`src/rtl/id_ex_stage.sv`:
```
// ----------------------------------------------------------------------------
// id_ex_stage
//   ID/EX pipeline register with EX-side operand forwarding for the 5-stage
//   MIPS pipeline. Captures the decoded ID-stage operands and controls every
//   cycle. Drives the ALU operand and control inputs with forwarded values.
//   Detects load-use hazards, stalls IF/ID and inserts a bubble into EX.
//
//   Optional feature: define ID_EX_PERF_EN to build the bubble and forwarding
//   performance counters. When it is undefined, no counter flops are built
//   and both counter outputs are tied to 0.
//
// Ports
//   clk, rst_n                      clock, asynchronous active-low reset
//   id_valid                        ID slot holds a real instruction
//   id_rs, id_rt, id_rd             decoded register indices
//   id_rd1, id_rd2, id_imm          register-file data, sign-extended immediate
//   id_alu_ctrl, id_alu_src,
//   id_reg_dst                      ALU op, b-operand select, destination select
//   id_reg_write, id_mem_read,
//   id_mem_write, id_mem_to_reg     write-back / memory controls
//   flush                           branch/jump taken: kill the ID slot
//   mem_reg_write, mem_rd,
//   mem_fwd_data                    EX/MEM forwarding source
//   wb_reg_write, wb_rd,
//   wb_fwd_data                     MEM/WB forwarding source
//   stall_id                        hold PC and IF/ID (load-use hazard)
//   ula_a, ula_b, ula_control       ALU inputs after forwarding
//   ex_store_data                   forwarded rt value for stores
//   ex_write_reg                    selected destination register
//   ex_valid, ex_reg_write, ex_mem_read,
//   ex_mem_write, ex_mem_to_reg     registered controls
//   perf_bubbles, perf_fwd          performance counters
// ----------------------------------------------------------------------------
module id_ex_stage #(
   parameter int DW     = 32,
   parameter int RW     = 5,
   parameter int CTRL_W = 3
) (
   input  logic              clk,
   input  logic              rst_n,
   input  logic              id_valid,
   input  logic [RW-1:0]     id_rs,
   input  logic [RW-1:0]     id_rt,
   input  logic [RW-1:0]     id_rd,
   input  logic [DW-1:0]     id_rd1,
   input  logic [DW-1:0]     id_rd2,
   input  logic [DW-1:0]     id_imm,
   input  logic [CTRL_W-1:0] id_alu_ctrl,
   input  logic              id_alu_src,
   input  logic              id_reg_dst,
   input  logic              id_reg_write,
   input  logic              id_mem_read,
   input  logic              id_mem_write,
   input  logic              id_mem_to_reg,
   input  logic              flush,
   input  logic              mem_reg_write,
   input  logic [RW-1:0]     mem_rd,
   input  logic [DW-1:0]     mem_fwd_data,
   input  logic              wb_reg_write,
   input  logic [RW-1:0]     wb_rd,
   input  logic [DW-1:0]     wb_fwd_data,
   output logic              stall_id,
   output logic [DW-1:0]     ula_a,
   output logic [DW-1:0]     ula_b,
   output logic [CTRL_W-1:0] ula_control,
   output logic [DW-1:0]     ex_store_data,
   output logic [RW-1:0]     ex_write_reg,
   output logic              ex_valid,
   output logic              ex_reg_write,
   output logic              ex_mem_read,
   output logic              ex_mem_write,
   output logic              ex_mem_to_reg,
   output logic [31:0]       perf_bubbles,
   output logic [31:0]       perf_fwd
);

   // A producer matches a source only if it writes a non-zero register.
   function automatic logic fwd_hit(input logic we, input logic [RW-1:0] dst,
                                    input logic [RW-1:0] src);
      return we && (dst != '0) && (dst == src);
   endfunction

   // EX/MEM is the younger producer, so it takes precedence over MEM/WB.
   function automatic logic [DW-1:0] fwd_sel(input logic mem_hit, input logic wb_hit,
                                             input logic [DW-1:0] mem_val,
                                             input logic [DW-1:0] wb_val,
                                             input logic [DW-1:0] rf_val);
      if (mem_hit)     return mem_val;
      else if (wb_hit) return wb_val;
      else             return rf_val;
   endfunction

   // ---- stage p0: ID-side decisions feeding the capture ----
   logic          bubble_p0;
   logic [RW-1:0] dest_p0;

   // ---- stage p1: ID/EX register contents ----
   logic              vld_p1;
   logic              reg_write_p1, mem_read_p1, mem_write_p1, mem_to_reg_p1;
   logic              alu_src_p1;
   logic [RW-1:0]     rs_p1, rt_p1, write_reg_p1;
   logic [DW-1:0]     rd1_p1, rd2_p1, imm_p1;
   logic [CTRL_W-1:0] alu_ctrl_p1;

   logic              mem_hit_a, wb_hit_a, mem_hit_b, wb_hit_b;
   logic [DW-1:0]     fwd_a, fwd_b;

   // Load-use: the load in EX has not produced data yet, so ID must wait.
   // Deliberately independent of flush.
   assign stall_id  = vld_p1 & mem_read_p1 & (rt_p1 != '0) & id_valid &
                      ((rt_p1 == id_rs) | (rt_p1 == id_rt));
   assign bubble_p0 = flush | stall_id;
   assign dest_p0   = id_reg_dst ? id_rd : id_rt;

   always_ff @(posedge clk or negedge rst_n) begin
      if (!rst_n) begin
         vld_p1        <= 1'b0;
         reg_write_p1  <= 1'b0;
         mem_read_p1   <= 1'b0;
         mem_write_p1  <= 1'b0;
         mem_to_reg_p1 <= 1'b0;
         alu_src_p1    <= 1'b0;
         rs_p1         <= '0;
         rt_p1         <= '0;
         write_reg_p1  <= '0;
         rd1_p1        <= '0;
         rd2_p1        <= '0;
         imm_p1        <= '0;
         alu_ctrl_p1   <= '0;
      end else if (bubble_p0) begin
         // Bubble: data fields zeroed as well so rs/rt=0 never forward.
         vld_p1        <= 1'b0;
         reg_write_p1  <= 1'b0;
         mem_read_p1   <= 1'b0;
         mem_write_p1  <= 1'b0;
         mem_to_reg_p1 <= 1'b0;
         alu_src_p1    <= 1'b0;
         rs_p1         <= '0;
         rt_p1         <= '0;
         write_reg_p1  <= '0;
         rd1_p1        <= '0;
         rd2_p1        <= '0;
         imm_p1        <= '0;
         alu_ctrl_p1   <= '0;
      end else begin
         vld_p1        <= id_valid;
         reg_write_p1  <= id_valid & id_reg_write;
         mem_read_p1   <= id_valid & id_mem_read;
         mem_write_p1  <= id_valid & id_mem_write;
         mem_to_reg_p1 <= id_valid & id_mem_to_reg;
         alu_src_p1    <= id_alu_src;
         rs_p1         <= id_rs;
         rt_p1         <= id_rt;
         write_reg_p1  <= dest_p0;
         rd1_p1        <= id_rd1;
         rd2_p1        <= id_rd2;
         imm_p1        <= id_imm;
         alu_ctrl_p1   <= id_alu_ctrl;
      end
   end

   // ---- stage p1: forwarding and operand selection into the ALU ----
   assign mem_hit_a = fwd_hit(mem_reg_write, mem_rd, rs_p1);
   assign wb_hit_a  = fwd_hit(wb_reg_write, wb_rd, rs_p1);
   assign mem_hit_b = fwd_hit(mem_reg_write, mem_rd, rt_p1);
   assign wb_hit_b  = fwd_hit(wb_reg_write, wb_rd, rt_p1);

   assign fwd_a = fwd_sel(mem_hit_a, wb_hit_a, mem_fwd_data, wb_fwd_data, rd1_p1);
   assign fwd_b = fwd_sel(mem_hit_b, wb_hit_b, mem_fwd_data, wb_fwd_data, rd2_p1);

   assign ula_a         = fwd_a;
   assign ula_b         = alu_src_p1 ? imm_p1 : fwd_b;
   assign ula_control   = alu_ctrl_p1;
   assign ex_store_data = fwd_b;
   assign ex_write_reg  = write_reg_p1;
   assign ex_valid      = vld_p1;
   assign ex_reg_write  = reg_write_p1;
   assign ex_mem_read   = mem_read_p1;
   assign ex_mem_write  = mem_write_p1;
   assign ex_mem_to_reg = mem_to_reg_p1;

`ifdef ID_EX_PERF_EN
   logic [31:0] bub_cnt_p1, fwd_cnt_p1;

   // Counters wrap naturally modulo 2^32.
   always_ff @(posedge clk or negedge rst_n) begin
      if (!rst_n) begin
         bub_cnt_p1 <= '0;
         fwd_cnt_p1 <= '0;
      end else begin
         if (bubble_p0)
            bub_cnt_p1 <= bub_cnt_p1 + 32'd1;
         if (vld_p1 && (mem_hit_a || wb_hit_a || mem_hit_b || wb_hit_b))
            fwd_cnt_p1 <= fwd_cnt_p1 + 32'd1;
      end
   end

   assign perf_bubbles = bub_cnt_p1;
   assign perf_fwd     = fwd_cnt_p1;
`else
   assign perf_bubbles = 32'd0;
   assign perf_fwd     = 32'd0;
`endif

endmodule

```
`config.mk`:
```
export PLATFORM = sky130hd
export DESIGN_NAME = id_ex_stage
export DESIGN_NICKNAME = d
export VERILOG_FILES = /design/src/rtl/id_ex_stage.sv
export SDC_FILE = /design/constraint.sdc
export NUM_CORES = 1
export LEC_CHECK = 0
export CORE_AREA = 2 2 147 149
export DETAILED_ROUTE_END_ITERATION = 10
export DIE_AREA = 0 0 149 151
export PLACE_DENSITY = 0.7
export SLEW_MARGIN = 10
export SYNTH_ARGS = -nofsm -noshare
export SYNTH_HDL_FRONTEND = slang
export SYNTH_SLANG_ARGS = --single-unit
```
`constraint.sdc`:
```
create_clock -name clk -period 6.6 [get_ports clk]
set_clock_uncertainty 0.1 [all_clocks]
set_input_delay 0.99 -clock clk [delete_from_list [all_inputs] [get_ports clk]]
set_output_delay 0.99 -clock clk [all_outputs]
set_load 0.01 [all_outputs]
```
==> reports/metrics.yaml <==
status: "complete, no violations"
startpoint_type: "input pin"
layout_commonest_cell: "clkdlybuf4s50_1"
p_per_area_mw_per_mm2: 207.0
yosysSeqAreaShare_pct: 42.88
ys.flop_type: "dfrtp_1"
reg2reg_slack_ps: 4220
die_w_um: 149
crit_fanout: 23
p_leak_nw: 4.381
post-cts-setup-buffer-count: 0
yosysWarnings: 0
seqPwrFrac_pct: 35.9
grt_max_degree: 102
tightest_slew_ps: 877.5
antenna_found_initial: 0
layout-drive-gt1-share_pct: 10.47
die_area_sq_mm: 0.02250
track_usage_pct: 19.84
cp.required_ps: 5510
finalHoldViolCount: 0
timing.final.crit_share_pct: 79.94
h-tree-depth: 4
num_io_pins: 374
finalSetupTns_ps: 0
die_h_um: 151
place.gp.congestion: 0.7995
fillCellCount: 1927
clkPwrFrac_pct: 42.5
synthArstFlopShare_pct: 100.0
cts_buffer_depth: 2
fin_cells: 1278
dpl.cell_count: 1246
overflow: 0
report.final.slew_viol_count: 0
cts_resized: 0
dp_hpwl_mm: 16.34
cts.sinks: 120
syn_avg_cell_area_sq_um: 9.891
totalWireLength_mm: 22.52
peakVddDrop_v: 0.0001552
final_cell_mix: "308 x clkdlybuf4s50_1, 119 x dfrtp_1, 115 x and2_1"
p_sw_share_pct: 26.44
drtIter0Drc: 114
routed-via-count: 5882
antenna_cells: 0
relSlewSlack_pct: 41.50
remaining_drc_errors: 0
grt_pass1_vias: 5982
criticalPathCategory: "in2out"
period_needed_ps: 5276
worstSkewPairLatency_ps: 410
drt-pass1-iter-count: 6
pre_cts_slack_ps: 1252
syn_to_final_growth_pct: 52.10
maxCapViolCount: 0
syn_inst: 708
end_kind: "primary output"
cp.arrival_ps: 4190
viasPerCell: 4.603
clkTransAtPathRegs_ps: 60
numCtsBuffers: 17
nNetsFinal: 1190
postLayoutSetupSlackWorst_ps: 1324
synth_area_sq_mm: 0.007003
top_regs: "imm_p1: 32 flops, rd1_p1: 32 flops, rd2_p1: 32 flops"
yosysTopAreaCell: "dfrtp_1"
p_switching_mw: 0.5828
cts-hold-fix-buffers: 0
synth_area_leaders: "dfrtp_1 43%, and2_1 10%, buf_4 7.0%"
setup_viol: 0
root_buffer: "clkbuf_16"
ys_ff_latch: 120
grt_setup_unrepaired: "false"
cellInternalPower_mw: 1.622
wire_per_inst_um: 17.62
p_comb_share_pct: 21.6
antenna_left: 0
hold_class: "in2async"
synth_top_area_share_pct: 42.88
portBuffers: 309
rows: 53
cts_tree: "done"
grt_pass1_wl_mm: 33.82
power_mw: 2.204
yosysUniqueCellTypes: 33
synth_edf_count: 0
max_freq_mhz: 189.5
initial_core_util_pct: 33.63
core_sq_mm: 0.02082
## cell usage after synthesis (6+ instances only)
cell,number
buf_2,11
xnor2_1,26
or3_1,32
clkbuf_1,34
mux2_2,32
mux2i_1,37
and2_1,115
o21ai_1,32
nor3_1,38
dfrtp_1,120
a31oi_4,10
buf_4,65
a31oi_2,11
inv_1,32
a21oi_1,35
a31oi_1,11
buf_1,6
nor2_1,34
## metal layers
| layer | up-vias | track usage [%] | part of all wire, % | routed length, um |
|---|---|---|---|---|
| li1 | 2803 | - | - | - |
| met1 | 2801 | 22.84 | 39 | 8896 |
| met4 | 0 | 5.190 | 1.4 | 320 |
| met5 | - | 0 | 0 | 0 |
| met3 | 18 | 6.867 | 8.7 | 1964 |
| met2 | 260 | 35.23 | 50 | 11340 |
## per-stage QoR
step                      util [%]  hold slack, ps  cell area (sq um)
after floorplan                  -           594.4               7239
after global placement       48.28           855.5              10050
after detailed placement     48.28           849.9              10050
after CTS                    51.15           459.2              10650
after global routing         51.15           468.3              10650
final                        51.15           440.0              10650
## worst max-delay path, stage by stage
cell             delay [ps]
clkdlybuf4s50_1         490
or4_4                   570
o211ai_4                170
or2_2                   690
buf_4                   370
a31oi_2                 130
mux2_2                  280
clkdlybuf4s50_1         480
## worst paths after layout
check                               start              end  cells past startpoint
min in group clk                 ex_valid         ex_valid                      3
worst min-delay path                rst_n  ex_write_reg[1]                      1
worst min register to register   ex_valid         ex_valid                      3
worst max-delay path            mem_rd[2]         ula_b[7]                      8
worst max register to register   rt_p1[4]        rd1_p1[0]                      6
max in group asynchronous           rst_n       alu_src_p1                      2
## cells by family after synthesis
logic type / share of synthesized area [%]
AOI/OAI and AO/OA: 11.54
xor gates and xnor gates: 3.752
buffers and inverters: 12.22
DFF: 42.88
muxes: 10.43
other: 0.05355
and+or+nand+nor: 19.12
## layout make-up
class                           instances  area [sq um]  area share (%)
Multi-Input combinational cell        500          3402           31.94
Tap cell                              275         344.1           3.230
Clock inverter                         13         146.4           1.374
Clock buffer                           19         452.9           4.252
Timing Repair Buffer                  319          3182           29.87
Inverter                               32         120.1           1.128
Sequential cell                       120          3004           28.20
## power by group through the flow
stage	logic, mW	registers, mW	clock network, mW
2_1_floorplan	0.226	0.796	0
3_3_place_gp	0.475	0.805	0
3_5_place_dp	0.478	0.805	0
4_1_cts	0.481	0.792	0.964
5_1_grt	0.514	0.796	1.00
6_report	0.475	0.792	0.937
No activity file was read; power rests on OpenSTA's default activity.
